[config.mk]
export PLATFORM = sky130hd
export DESIGN_NAME = one_pixel_dvd_rx
export DESIGN_NICKNAME = d
export VERILOG_FILES = /design/src/rtl/one_pixel_dvd_rx.sv
export SDC_FILE = /design/constraint.sdc
export NUM_CORES = 1
export LEC_CHECK = 0
export BUFFER_PORTS_ARGS = -buffer_cell sky130_fd_sc_hd__buf_2
export CORE_ASPECT_RATIO = 1.25
export CORE_MARGIN = 1
export CORE_UTILIZATION = 41
export DETAILED_ROUTE_END_ITERATION = 8
export GPL_TIMING_DRIVEN = 0
export HOLD_SLACK_MARGIN = 0.03
export PLACE_DENSITY = 0.64
export SLEW_MARGIN = 25
export SYNTH_ARGS = -nofsm -noshare
export SYNTH_HDL_FRONTEND = slang
export SYNTH_SLANG_ARGS = --single-unit
export TNS_END_PERCENT = 1
[constraint.sdc]
create_clock -name clk -period 8.2 [get_ports clk]
set_clock_uncertainty 0.1 [all_clocks]
set_input_delay 0 -clock clk [delete_from_list [all_inputs] [get_ports clk]]
set_output_delay 0 -clock clk [all_outputs]
set_load 0.02 [all_outputs]
[src/rtl/one_pixel_dvd_rx.sv]
// ----------------------------------------------------------------------------
// one_pixel_dvd_rx
//
// Watches a TinyVGA PMOD video stream and looks for pixels of one key colour.
// For every frame it reports where the first matching visible pixel was,
// how many matched (saturating at 15) and which way the dot moved compared
// with the last frame that contained it. It also checks the incoming line and
// frame lengths against the timing parameters and reports lock.
//
// Ports
//   clk         pixel clock, single clock domain
//   reset       synchronous active-high reset
//   vga_in      PMOD bus {hsync,B0,G0,R0,vsync,B1,G1,R1}
//   key_color   colour to look for {R1,R0,G1,G0,B1,B0}
//   dot_x/y     visible coordinate of the first match of the last frame
//   dot_found   last frame had at least one match
//   dot_count   matches in the last frame, saturating at 15
//   dir_x/y     1 = coordinate grew compared with the previous found frame
//   frame_done  one-cycle pulse whenever the frame outputs are updated
//   locked      incoming timing has matched the parameters for two frames
// ----------------------------------------------------------------------------
module one_pixel_dvd_rx #(
  parameter int H_DISPLAY       = 640,
  parameter int H_SYNC          = 96,
  parameter int H_BACK          = 48,
  parameter int H_TOTAL         = 800,
  parameter int V_DISPLAY       = 480,
  parameter int V_SYNC          = 2,
  parameter int V_BACK          = 33,
  parameter int V_TOTAL         = 525,
  parameter int SYNC_ACTIVE_LOW = 1
) (
  input  logic       clk,
  input  logic       reset,
  input  logic [7:0] vga_in,
  input  logic [5:0] key_color,
  output logic [9:0] dot_x,
  output logic [9:0] dot_y,
  output logic       dot_found,
  output logic [3:0] dot_count,
  output logic       dir_x,
  output logic       dir_y,
  output logic       frame_done,
  output logic       locked
);

  localparam int         H_START   = H_SYNC + H_BACK;
  localparam int         V_START   = V_SYNC + V_BACK;
  localparam logic       SYNC_IDLE = (SYNC_ACTIVE_LOW != 0) ? 1'b1 : 1'b0;
  localparam logic [9:0] POS_MAX   = 10'h3FF;

  // Input sample and edge detection
  logic [7:0] vga_q;
  logic       hs, vs;
  logic       hs_prev, vs_prev;
  logic       hs_edge, vs_edge;
  logic [5:0] color;

  // Position of the previous sample, and of the current one
  logic [9:0] hpos, line;
  logic [9:0] hpos_cur, line_cur;
  logic       line_start;

  // Frame bookkeeping
  logic       armed;      // vsync seen, waiting for the hsync that begins line 0
  logic       in_frame;   // a line 0 has been begun since reset
  logic       h_seen;     // an hsync edge has been seen, so hpos measures a line
  logic       lines_ok;   // every line of the current frame had the right length

  // Per-frame accumulators
  logic [9:0] acc_x, acc_y;
  logic [3:0] acc_count;

  // Last found coordinates, for the direction outputs
  logic [9:0] prev_x, prev_y;
  logic       have_prev;

  logic [1:0] lock_cnt;

  // Visibility / match
  logic       h_vis, v_vis;
  logic [9:0] x_vis, y_vis;
  logic       frame_active;
  logic       match;

  // Timing checks
  logic       line_len_ok;
  logic       bad_line;
  logic       frame_ok;
  logic       acc_found;

  // Syncs are normalised to active-high; XOR with the idle level does both polarities.
  assign hs    = vga_q[7] ^ SYNC_IDLE;
  assign vs    = vga_q[3] ^ SYNC_IDLE;
  assign color = {vga_q[0], vga_q[4], vga_q[1], vga_q[5], vga_q[2], vga_q[6]};

  assign hs_edge = hs & ~hs_prev;
  assign vs_edge = vs & ~vs_prev;

  assign hpos_cur = hs_edge ? 10'd0 :
                    ((hpos == POS_MAX) ? POS_MAX : hpos + 10'd1);

  // A simultaneous vsync edge counts as arming first, so the hsync begins line 0.
  assign line_start = hs_edge & (armed | vs_edge);
  assign line_cur   = line_start ? 10'd0 :
                      (hs_edge ? ((line == POS_MAX) ? POS_MAX : line + 10'd1) : line);

  assign h_vis = ({1'b0, hpos_cur} >= 11'(H_START)) &&
                 ({1'b0, hpos_cur} <  11'(H_START + H_DISPLAY));
  assign v_vis = ({1'b0, line_cur} >= 11'(V_START)) &&
                 ({1'b0, line_cur} <  11'(V_START + V_DISPLAY));
  assign x_vis = hpos_cur - 10'(H_START);
  assign y_vis = line_cur - 10'(V_START);

  // Samples taken before the first line 0 after reset, or in the gap between
  // a vsync edge and the line it arms, belong to no frame. The vsync-edge
  // sample itself is dropped because the accumulators are cleared there.
  assign frame_active = (in_frame & ~armed) | line_start;
  assign match        = frame_active & ~vs_edge & h_vis & v_vis & (color == key_color);

  assign line_len_ok = (({1'b0, hpos} + 11'd1) == 11'(H_TOTAL));
  assign bad_line    = hs_edge & h_seen & ~line_len_ok;

  // hsync is processed before frame start, so a line ending on the vsync
  // edge still counts toward the frame that is closing.
  assign frame_ok = in_frame & ~armed & lines_ok & ~bad_line &
                    (({1'b0, line} + 11'd1) == 11'(V_TOTAL));

  assign acc_found = (acc_count != 4'd0);
  assign locked    = (lock_cnt == 2'd2);

  always_ff @(posedge clk) begin
    if (reset) begin
      // Idle sync levels so that no edge is seen on the first sample after reset.
      vga_q      <= {SYNC_IDLE, 3'b000, SYNC_IDLE, 3'b000};
      hs_prev    <= 1'b0;
      vs_prev    <= 1'b0;
      hpos       <= 10'd0;
      line       <= 10'd0;
      armed      <= 1'b0;
      in_frame   <= 1'b0;
      h_seen     <= 1'b0;
      lines_ok   <= 1'b0;
      acc_x      <= 10'd0;
      acc_y      <= 10'd0;
      acc_count  <= 4'd0;
      prev_x     <= 10'd0;
      prev_y     <= 10'd0;
      have_prev  <= 1'b0;
      lock_cnt   <= 2'd0;
      dot_x      <= 10'd0;
      dot_y      <= 10'd0;
      dot_found  <= 1'b0;
      dot_count  <= 4'd0;
      dir_x      <= 1'b0;
      dir_y      <= 1'b0;
      frame_done <= 1'b0;
    end else begin
      vga_q   <= vga_in;
      hs_prev <= hs;
      vs_prev <= vs;
      hpos    <= hpos_cur;
      line    <= line_cur;

      if (hs_edge) h_seen <= 1'b1;

      if (line_start)   armed <= 1'b0;
      else if (vs_edge) armed <= 1'b1;

      if (line_start) in_frame <= 1'b1;

      if (vs_edge)       lines_ok <= 1'b1;
      else if (bad_line) lines_ok <= 1'b0;

      if (bad_line || (vs_edge && !frame_ok)) lock_cnt <= 2'd0;
      else if (vs_edge && lock_cnt != 2'd2)   lock_cnt <= lock_cnt + 2'd1;

      frame_done <= 1'b0;

      if (vs_edge) begin
        acc_x     <= 10'd0;
        acc_y     <= 10'd0;
        acc_count <= 4'd0;
        // Only a frame that began with a line 0 after reset is published.
        if (in_frame) begin
          frame_done <= 1'b1;
          dot_count  <= acc_count;
          dot_found  <= acc_found;
          dot_x      <= acc_found ? acc_x : 10'd0;
          dot_y      <= acc_found ? acc_y : 10'd0;
          if (acc_found) begin
            if (have_prev) begin
              if (acc_x > prev_x)      dir_x <= 1'b1;
              else if (acc_x < prev_x) dir_x <= 1'b0;
              if (acc_y > prev_y)      dir_y <= 1'b1;
              else if (acc_y < prev_y) dir_y <= 1'b0;
            end
            prev_x    <= acc_x;
            prev_y    <= acc_y;
            have_prev <= 1'b1;
          end
        end
      end else if (match) begin
        if (acc_count == 4'd0) begin
          acc_x <= x_vis;
          acc_y <= y_vis;
        end
        if (acc_count != 4'd15) acc_count <= acc_count + 4'd1;
      end
    end
  end

endmodule

==> results of run 1 <==
[metrics by stage]
| step | instance area (um2) | power (mW) |
|---|---|---|
| 2_1_floorplan | 5380 | 0.582 |
| 3_5_place_dp | 5800 | 0.598 |
| 5_1_grt | 6160 | 1.04 |
| 3_3_place_gp | 5800 | 0.597 |
| 6_report | 6160 | 1.00 |
| 4_1_cts | 6160 | 1.01 |
[timing repair]
action | CTS | global route
endpoints found under the setup margin | 0 | 0
hold buffers | 8 | 0
endpoints found under the hold margin | 8 | 0
[final timing paths]
check        startpoint          end  slack (ns)  depth (start not counted)
max             line[0]     acc_x[9]        4.66                         15
min               reset  lock_cnt[1]        0.12                          3
max reg2reg     line[0]     acc_x[9]        4.66                         15
min reg2reg    dot_y[9]     dot_y[9]        0.35                          2
[final cells by class]
| cell class | instances | share of cell area [%] |
|---|---|---|
| Multi-Input combinational cell | 459 | 47.0 |
| Sequential cell | 109 | 35.4 |
| Timing Repair Buffer | 51 | 4.79 |
| Clock buffer | 11 | 3.94 |
| Tap cell | 168 | 3.41 |
| Buffer | 36 | 2.97 |
| Inverter | 32 | 1.95 |
| Clock inverter | 4 | 0.549 |
[worst reg2reg max path: cells and delay by family, from the launching register on]
kind,cells,cell delay (ns)
AND/OR/NAND/NOR,5,1.02
adder cells (fa/ha/maj),2,0.49
AO/OA/AOI/OAI,4,0.84
flip-flops,1,0.39
buffers and inverters,4,0.61
[cells by family (layout without fill, tap and decap cells)]
logic type      after synthesis  after routing  synth area share, %
flops                       109            109                 40.6
xor+xnor                     20             20                 3.26
simple gates                253            253                 23.2
fa+ha+maj                    29             29                 6.75
buf+inv                      68            134                 5.63
mux                          13             13                 2.42
compound gates              144            144                 18.2
[flip-flops by register name (all words and copies together), names as in the netlist, 2 cells and up]
signal	count
hpos	10
prev_y	10
prev_x	10
line	10
acc_count	4
lock_cnt	2
dot_x	10
dot_y	10
dot_count	4
acc_x	10
acc_y	10
vga_q	8
[layout by cell type, fill, tap and decap left out, types with 14 or more instances in the layout]
cell type,netlist,final
a21oi_1,67,67
buf_2,8,51
clkbuf_1,19,20
dfxtp_1,109,109
ha_1,29,29
inv_1,32,32
nand2_1,93,93
nand3_1,14,14
nor2_1,66,66
[per-layer routing]
layer,wire length (um),vias to the layer above
li1,-,2348
met1,5640,2189
met2,6480,89
met3,401,26
met4,284,0
met5,0,-
[report_power, final]
part           leakage, nW  switching [mW]  internal [mW]
clock network        0.132           0.199          0.215
logic                 1.35          0.0308         0.0187
registers            0.882         0.00464          0.535
total                 2.37           0.235          0.769
==> impl_metrics.json, run 1 <==
{
  "status": "finished, final reports clean",
  "met2_usage_pct": 37.6,
  "gp_congestion": 0.915,
  "worst_pin_slew_ns": 0.760,
  "grt_first_pass_wirelength_um": 21500,
  "synth_edf_count": 0,
  "power.density_mw_per_mm2": 163,
  "cp-start-kind": "flop",
  "coreArea_mm2": 0.0127,
  "setup_viol": 0,
  "nFillCells": 1238,
  "synth_most_common_cell": "dfxtp_1",
  "fin_util_pct": 48.4,
  "yosysTopAreaCellShare_pct": 40.6,
  "worstSetupEndpointType": "flop",
  "syn_nets": 681,
  "vias": 4652,
  "cts.htree.levels": 3,
  "synth_top_cell_by_area": "dfxtp_1",
  "drtPass1Iterations": 5,
  "dp_cells": 847,
  "ys_ff_latch": 109,
  "drt_iter0_markers": 151,
  "numCtsBuffers": 9,
  "grt.busiest_layer": "met2",
  "clock-sinks": 109,
  "post-cts-setup-buffers": 0,
  "die_area_mm2": 0.0136,
  "antenna_found_initial": 0,
  "fin_hold_ws_ns": 0.119,
  "diodes": 0,
  "clock.fmax_mhz": 283,
  "yosysWarnings": 0,
  "cp_cell_sequence": "ha_1 > buf_2 > and4_1 > nand3_2 > a211oi_1 > a21oi_1 > inv_1 > ha_1 > nor4_2 > nand4b_1 > a211oi_2 > buf_6 > buf_8 > nor2_1 > a21o_1",
  "clockBufferDepth": 2,
  "post_cts_resized": 0,
  "grtUsageTotal_pct": 20.0,
  "use_met1_pct": 23.0,
  "slowest_delay_ns": 0.39,
  "cp_common_cell": "ha_1",
  "cp_data_arrival_time_ns": 3.69,
  "layout.cells.non_filler": 870,
  "syn_area_per_cell_um2": 8.45,
  "die_w_um": 104,
  "row_count": 46,
  "insertion_delay_ns": 0.35,
  "grt_pass1_vias": 4545,
  "hold_violations": 0,
  "min_period_ns": 3.54,
  "start_util_pct": 42.3,
  "syn_area_mm2": 0.00538,
  "drc_errors": 0,
  "fp.dieH_um": 130,
  "cap_violations": 0,
  "io_buffers": 43,
  "met3_usage_pct": 2.85,
  "totalWireLength_um": 12800,
  "yosysUniqueCellTypes": 70,
  "critPathSlowestCell": "dfxtp_1",
  "grt_start_max_net_pins": 18,
  "p_leak_nw": 2.37,
  "timing.final.ws_setup_ns": 4.66,
  "synthCells": 636,
  "timing.final.crit_share_pct": 43.1,
  "cp_max_fo": 10,
  "ant_nets": 0,
  "maxSlewHeadroom_pct": 49.3,
  "pre_cts_slack_ns": 4.66,
  "cts.clk_slew.worst_paths_ns": 0.07,
  "area_delta_synth_final_pct": 14.5,
  "final_layout_size_suffix_gt1_share_pct": 14.4,
  "wl_per_cell_um": 14.7,
  "hp-class": "in2reg",
  "rsz0062_at_grt": "no",
  "cp_num_buf_inv": 4,
  "cp_top_family": "simple AND/OR/NAND/NOR gates",
  "required_ns": 8.35,
  "yosysSeqAreaShare_pct": 40.6,
  "cts_tree": "built",
  "slew_viol_final": 0,
  "netlist_top_cells_count": "dfxtp_1 (109), nand2_1 (93), a21oi_1 (67)",
  "seqCellArea_mm2": 0.00218,
  "multi_input_area_mm2": 0.00289,
  "overflow": 0,
  "clockRootBuffer": "clkbuf_16",
  "async_flop_share_pct": 0,
  "setup_tns_ns": 0,
  "netlist_top_cells_area": "dfxtp_1 (41%), ha_1 (6.7%), nand2_1 (6.5%)",
  "hpwlAfterDp_um": 9670,
  "io_pins": 45,
  "vias_per_cell": 5.35,
  "critical_path_class": "reg2reg",
  "synth_flop_cell": "dfxtp_1",
  "ir_worst_vdd_v": 0.0000941,
  "nNetsFinal": 743
}
Note: power is estimated with default switching activity, not from simulation.
==> inputs of run 2 (changes only) <==
clock period = 3.3 ns   (was 8.2 ns; I/O delays follow)
==> impl_metrics.json, run 2 (synthesized netlist as in run 1, its figures left out) <==
{
  "status": "finished, final reports clean",
  "cts.htree.levels": 3,
  "io_buffers": 43,
  "power.density_mw_per_mm2": 397,
  "final_common_cell": "dfxtp_1",
  "critical_path_class": "reg2reg",
  "clock.fmax_mhz": 317,
  "cts.clk_slew.worst_paths_ns": 0.07,
  "cp_data_arrival_time_ns": 3.30,
  "cp_max_fo": 10,
  "clock-sinks": 109,
  "grt_pass1_vias": 4569,
  "grt_start_max_net_pins": 18,
  "ant_nets": 0,
  "min_period_ns": 3.15,
  "setup_viol": 0,
  "cp_cell_sequence": "buf_4 > nand3_2 > or3_1 > a31o_4 > ha_1 > and2_4 > a311o_2 > a211oi_4 > buf_6 > buf_8 > nor2_1 > a21o_1",
  "hpwlAfterDp_um": 9670,
  "drtPass1Iterations": 5,
  "io_pins": 45,
  "worstSetupEndpointType": "flop",
  "nFillCells": 1221,
  "gp_congestion": 0.915,
  "required_ns": 3.45,
  "grt_first_pass_wirelength_um": 21600,
  "hp-class": "in2reg",
  "slew_viol_final": 0,
  "numCtsBuffers": 9,
  "grtUsageTotal_pct": 20.1,
  "slowest_delay_ns": 0.45,
  "insertion_delay_ns": 0.35,
  "overflow": 0,
  "final_layout_size_suffix_gt1_share_pct": 17.3,
  "critPathSlowestCell": "a311o_2",
  "timing.final.crit_share_pct": 95.5,
  "wl_per_cell_um": 15.1,
  "hold_violations": 0,
  "drc_errors": 0,
  "clockBufferDepth": 2,
  "start_util_pct": 42.3,
  "antenna_found_initial": 0,
  "diodes": 0,
  "p_leak_nw": 2.42,
  "die_area_mm2": 0.0136,
  "clockRootBuffer": "clkbuf_16",
  "worst_pin_slew_ns": 0.732,
  "die_w_um": 104,
  "cap_violations": 0,
  "finalPower_mw": 2.51,
  "fp.dieH_um": 130,
  "coreArea_mm2": 0.0127,
  "vias": 4686,
  "cts_tree": "built",
  "nNetsFinal": 748,
  "drt_iter0_markers": 152,
  "setup_tns_ns": 0,
  "vias_per_cell": 5.36,
  "cp-start-kind": "flop",
  "row_count": 46,
  "layout_common_cells": "dfxtp_1 (105), nand2_1 (93), nor2_1 (66)",
  "totalWireLength_um": 13200,
  "ir_worst_vdd_v": 0.000232,
  "maxSlewHeadroom_pct": 51.2,
  "rsz0062_at_grt": "no",
  "area_delta_synth_final_pct": 17.6
}
==> run 2: worst paths after layout <==
check,from,end,slack [ns],cells past startpoint
hold / removal,reset,lock_cnt[1],0.13,3
setup reg to reg,hpos[2],acc_x[9],0.15,12
hold reg to reg,dot_y[9],dot_y[9],0.35,2
setup / recovery,hpos[2],acc_x[9],0.15,12
==> run 2: through the flow <==
| step | hold slack, ns | utilization [%] | instances | cell area, um2 | worst slack [ns] |
|---|---|---|---|---|---|
| after floorplan | 0.00381 | - | 636 | 5380 | 0.207 |
| after global placement | 0.0838 | 45.6 | 847 | 5800 | -0.183 |
| after detailed placement | 0.0857 | 45.6 | 847 | 5800 | -0.239 |
| after CTS | 0.115 | 48.6 | 871 | 6180 | -0.0355 |
| after global routing | 0.207 | 49.7 | 875 | 6320 | 0.0155 |
| final | 0.127 | 49.7 | 875 | 6320 | 0.148 |
==> run 2: where the power goes <==
group / switching [mW] / internal (mW) / leakage (nW)
clock: 0.498 / 0.535 / 0.132
combinational: 0.0803 / 0.0518 / 1.40
sequential: 0.0137 / 1.33 / 0.884
total: 0.592 / 1.92 / 2.42
==> run 2: critical path: cells and delay by family, from the launching register on <==
kind | cells | cell delay (ns)
DFF | 1 | 0.31
and+or+nand+nor | 4 | 0.76
AOI/OAI and AO/OA | 4 | 1.18
adders and majority gates | 1 | 0.21
buffers and inverters | 3 | 0.48
==> run 2: cell type report <==
type	count	area [um2]	share of cell area (%)
multi-input cells	459	3010	47.5
flip-flops and latches	109	2190	34.6
repair buffers	57	338	5.34
clock buffers	11	243	3.84
well taps	168	210	3.32
plain buffers	35	184	2.91
inverters	32	120	1.90
clock inverters	4	33.8	0.534
==> run 2: repair_timing <==
item | CTS | global route
buffers inserted | 1 | 3
pin swaps | 3 | 5
cloned | 0 | 2
setup endpoints to repair | 23 | 24
hold endpoints to repair | 8 | 0
gates resized for setup | 6 | 26
hold buffers | 8 | 0
==> run 2: per-layer routing <==
layer  vias up  routed length (um)  global-route usage, %
li1       2349                   -                      -
met1      2221                5750                   23.1
met2        89                6730                   37.6
met3        27                 380                   2.85
met4         0                 333                   7.65
met5         -                   0                      0
==> inputs of run 3 (changes only) <==
CORE_UTILIZATION = 55   (was 41)
PLACE_DENSITY = 0.8   (was 0.64)
==> impl_metrics.json, run 3 (synthesized netlist as in run 1, its figures left out) <==
{
  "area_delta_synth_final_pct": 16.7,
  "ir_worst_vdd_v": 0.000253,
  "totalWireLength_um": 12900,
  "cts.clk_slew.worst_paths_ns": 0.07,
  "drt_iter0_markers": 215,
  "io_pins": 45,
  "gp_congestion": 0.914,
  "cap_violations": 0,
  "p_leak_nw": 2.42,
  "final_common_cell": "dfxtp_1",
  "cp_max_fo": 10,
  "reg2reg_depth": 13,
  "antenna_found_initial": 0,
  "clock-sinks": 109,
  "numCtsBuffers": 9,
  "slowest_delay_ns": 0.45,
  "status": "finished, final reports clean",
  "wl_per_cell_um": 15.5,
  "io_buffers": 43,
  "grt_pass1_vias": 4474,
  "slew_viol_final": 0,
  "drc_errors": 0,
  "cp_top_family": "compound AO/OA/AOI/OAI gates",
  "critical_path_class": "reg2reg",
  "die_area_mm2": 0.0102,
  "grtUsageTotal_pct": 26.3,
  "critPathSlowestCell": "a311o_2",
  "start_util_pct": 56.2,
  "nFillCells": 786,
  "grt_start_max_net_pins": 19,
  "ant_nets": 0,
  "row_count": 40,
  "setup_viol": 0,
  "cp_num_buf_inv": 4,
  "setup_tns_ns": 0,
  "cp-start-kind": "flop",
  "timing.final.crit_share_pct": 96.7,
  "cp_data_arrival_time_ns": 3.33,
  "cp.depth": 13,
  "clockRootBuffer": "clkbuf_16",
  "layout_common_cells": "dfxtp_1 (104), nand2_1 (93), a21oi_1 (66), nor2_1 (66), buf_2 (50)",
  "min_period_ns": 3.19,
  "coreArea_mm2": 0.00956,
  "hpwlAfterDp_um": 9340,
  "crit_end": "acc_x[9]",
  "cts.htree.levels": 3,
  "cts_tree": "built",
  "nNetsFinal": 747,
  "r2r-end": "acc_x[9]",
  "fin_area_mm2": 0.00628,
  "vias": 4712,
  "clock.fmax_mhz": 314,
  "vias_per_cell": 5.66,
  "r2r_start": "hpos[3]",
  "insertion_delay_ns": 0.35,
  "power.density_mw_per_mm2": 403,
  "grt_first_pass_wirelength_um": 21300,
  "startpoint": "hpos[3]",
  "hp-class": "in2reg",
  "clockBufferDepth": 2,
  "cp_cell_sequence": "buf_2 > and4_1 > buf_2 > nand4_4 > a21o_4 > ha_1 > and2_4 > a311o_2 > a211oi_4 > buf_6 > buf_8 > nor2_1 > a21o_1",
  "final_layout_size_suffix_gt1_share_pct": 17.3,
  "maxSlewHeadroom_pct": 54.7,
  "drtPass1Iterations": 4,
  "die_w_um": 90.4,
  "worst_pin_slew_ns": 0.680,
  "diodes": 0,
  "r2r_slack_ns": 0.11,
  "fp.dieH_um": 113,
  "placed_area_mm2": 0.00575,
  "worstSetupEndpointType": "flop",
  "cp_common_cell": "buf_2",
  "overflow": 0,
  "rsz0062_at_grt": "no",
  "hold_violations": 0,
  "required_ns": 3.44
}
run 3: cell type report:
type	instances	area (um2)	area share, %
well taps	126	158	2.51
clock buffers	11	243	3.87
multi-input cells	459	3000	47.8
plain buffers	35	183	2.91
flip-flops and latches	109	2190	34.9
inverters	32	120	1.91
clock inverters	5	42.5	0.678
repair buffers	56	337	5.36
run 3: worst min-delay path by stage:
| stage | slack, ns | start | depth (start not counted) | endpoint |
|---|---|---|---|---|
| floorplan | 0.004 | vga_in[3] | 1 | vga_q[3] |
| global placement | 0.08 | vga_in[3] | 2 | vga_q[3] |
| detailed placement | 0.08 | vga_in[7] | 2 | vga_q[7] |
| CTS | 0.10 | reset | 3 | lock_cnt[0] |
| global route | 0.20 | reset | 3 | lock_cnt[1] |
| finish | 0.10 | reset | 3 | lock_cnt[0] |
run 3: per-layer routing:
metal  up-vias  share of wire (%)  GRT usage (%)
met2       117                 52           48.8
met3        27                3.6           2.98
met1      2223                 42           30.4
met5         -                  0              0
li1       2345                  -              -
met4         0                2.3           11.3
run 3: metrics by stage:
stage / total power, mW / std cells / hold WS, ns / utilization [%] / worst slack, ns
5_1_grt: 2.59 / 833 / 0.197 / 65.7 / 0.00458
4_1_cts: 2.53 / 832 / 0.102 / 64.9 / 0.00135
6_report: 2.53 / 833 / 0.102 / 65.7 / 0.110
3_5_place_dp: 1.49 / 805 / 0.0835 / 60.1 / -0.178
2_1_floorplan: 1.45 / 636 / 0.00381 / - / 0.207
3_3_place_gp: 1.48 / 805 / 0.0827 / 60.1 / -0.126
run 3: tightest hold or removal path: cells and delay by family:
kind	cells	cell delay [ns]
buf+inv	1	0.28
compound gates	1	0.18
simple gates	1	0.05
run 3: power by group:
part           switching [mW]  internal, mW  leakage, nW
combinational          0.0787        0.0514         1.40
sequential             0.0146          1.33        0.884
clock                   0.511         0.542        0.137
total                   0.604          1.92         2.42
run 3: what timing repair did:
action                                  CTS  global route
gates cloned                              1             0
gates resized for setup                  15            15
pin swaps                                 4             6
hold buffers                              8             0
endpoints found under the setup margin   23            24
endpoints found under the hold margin     8             0
buffers inserted                          2             2
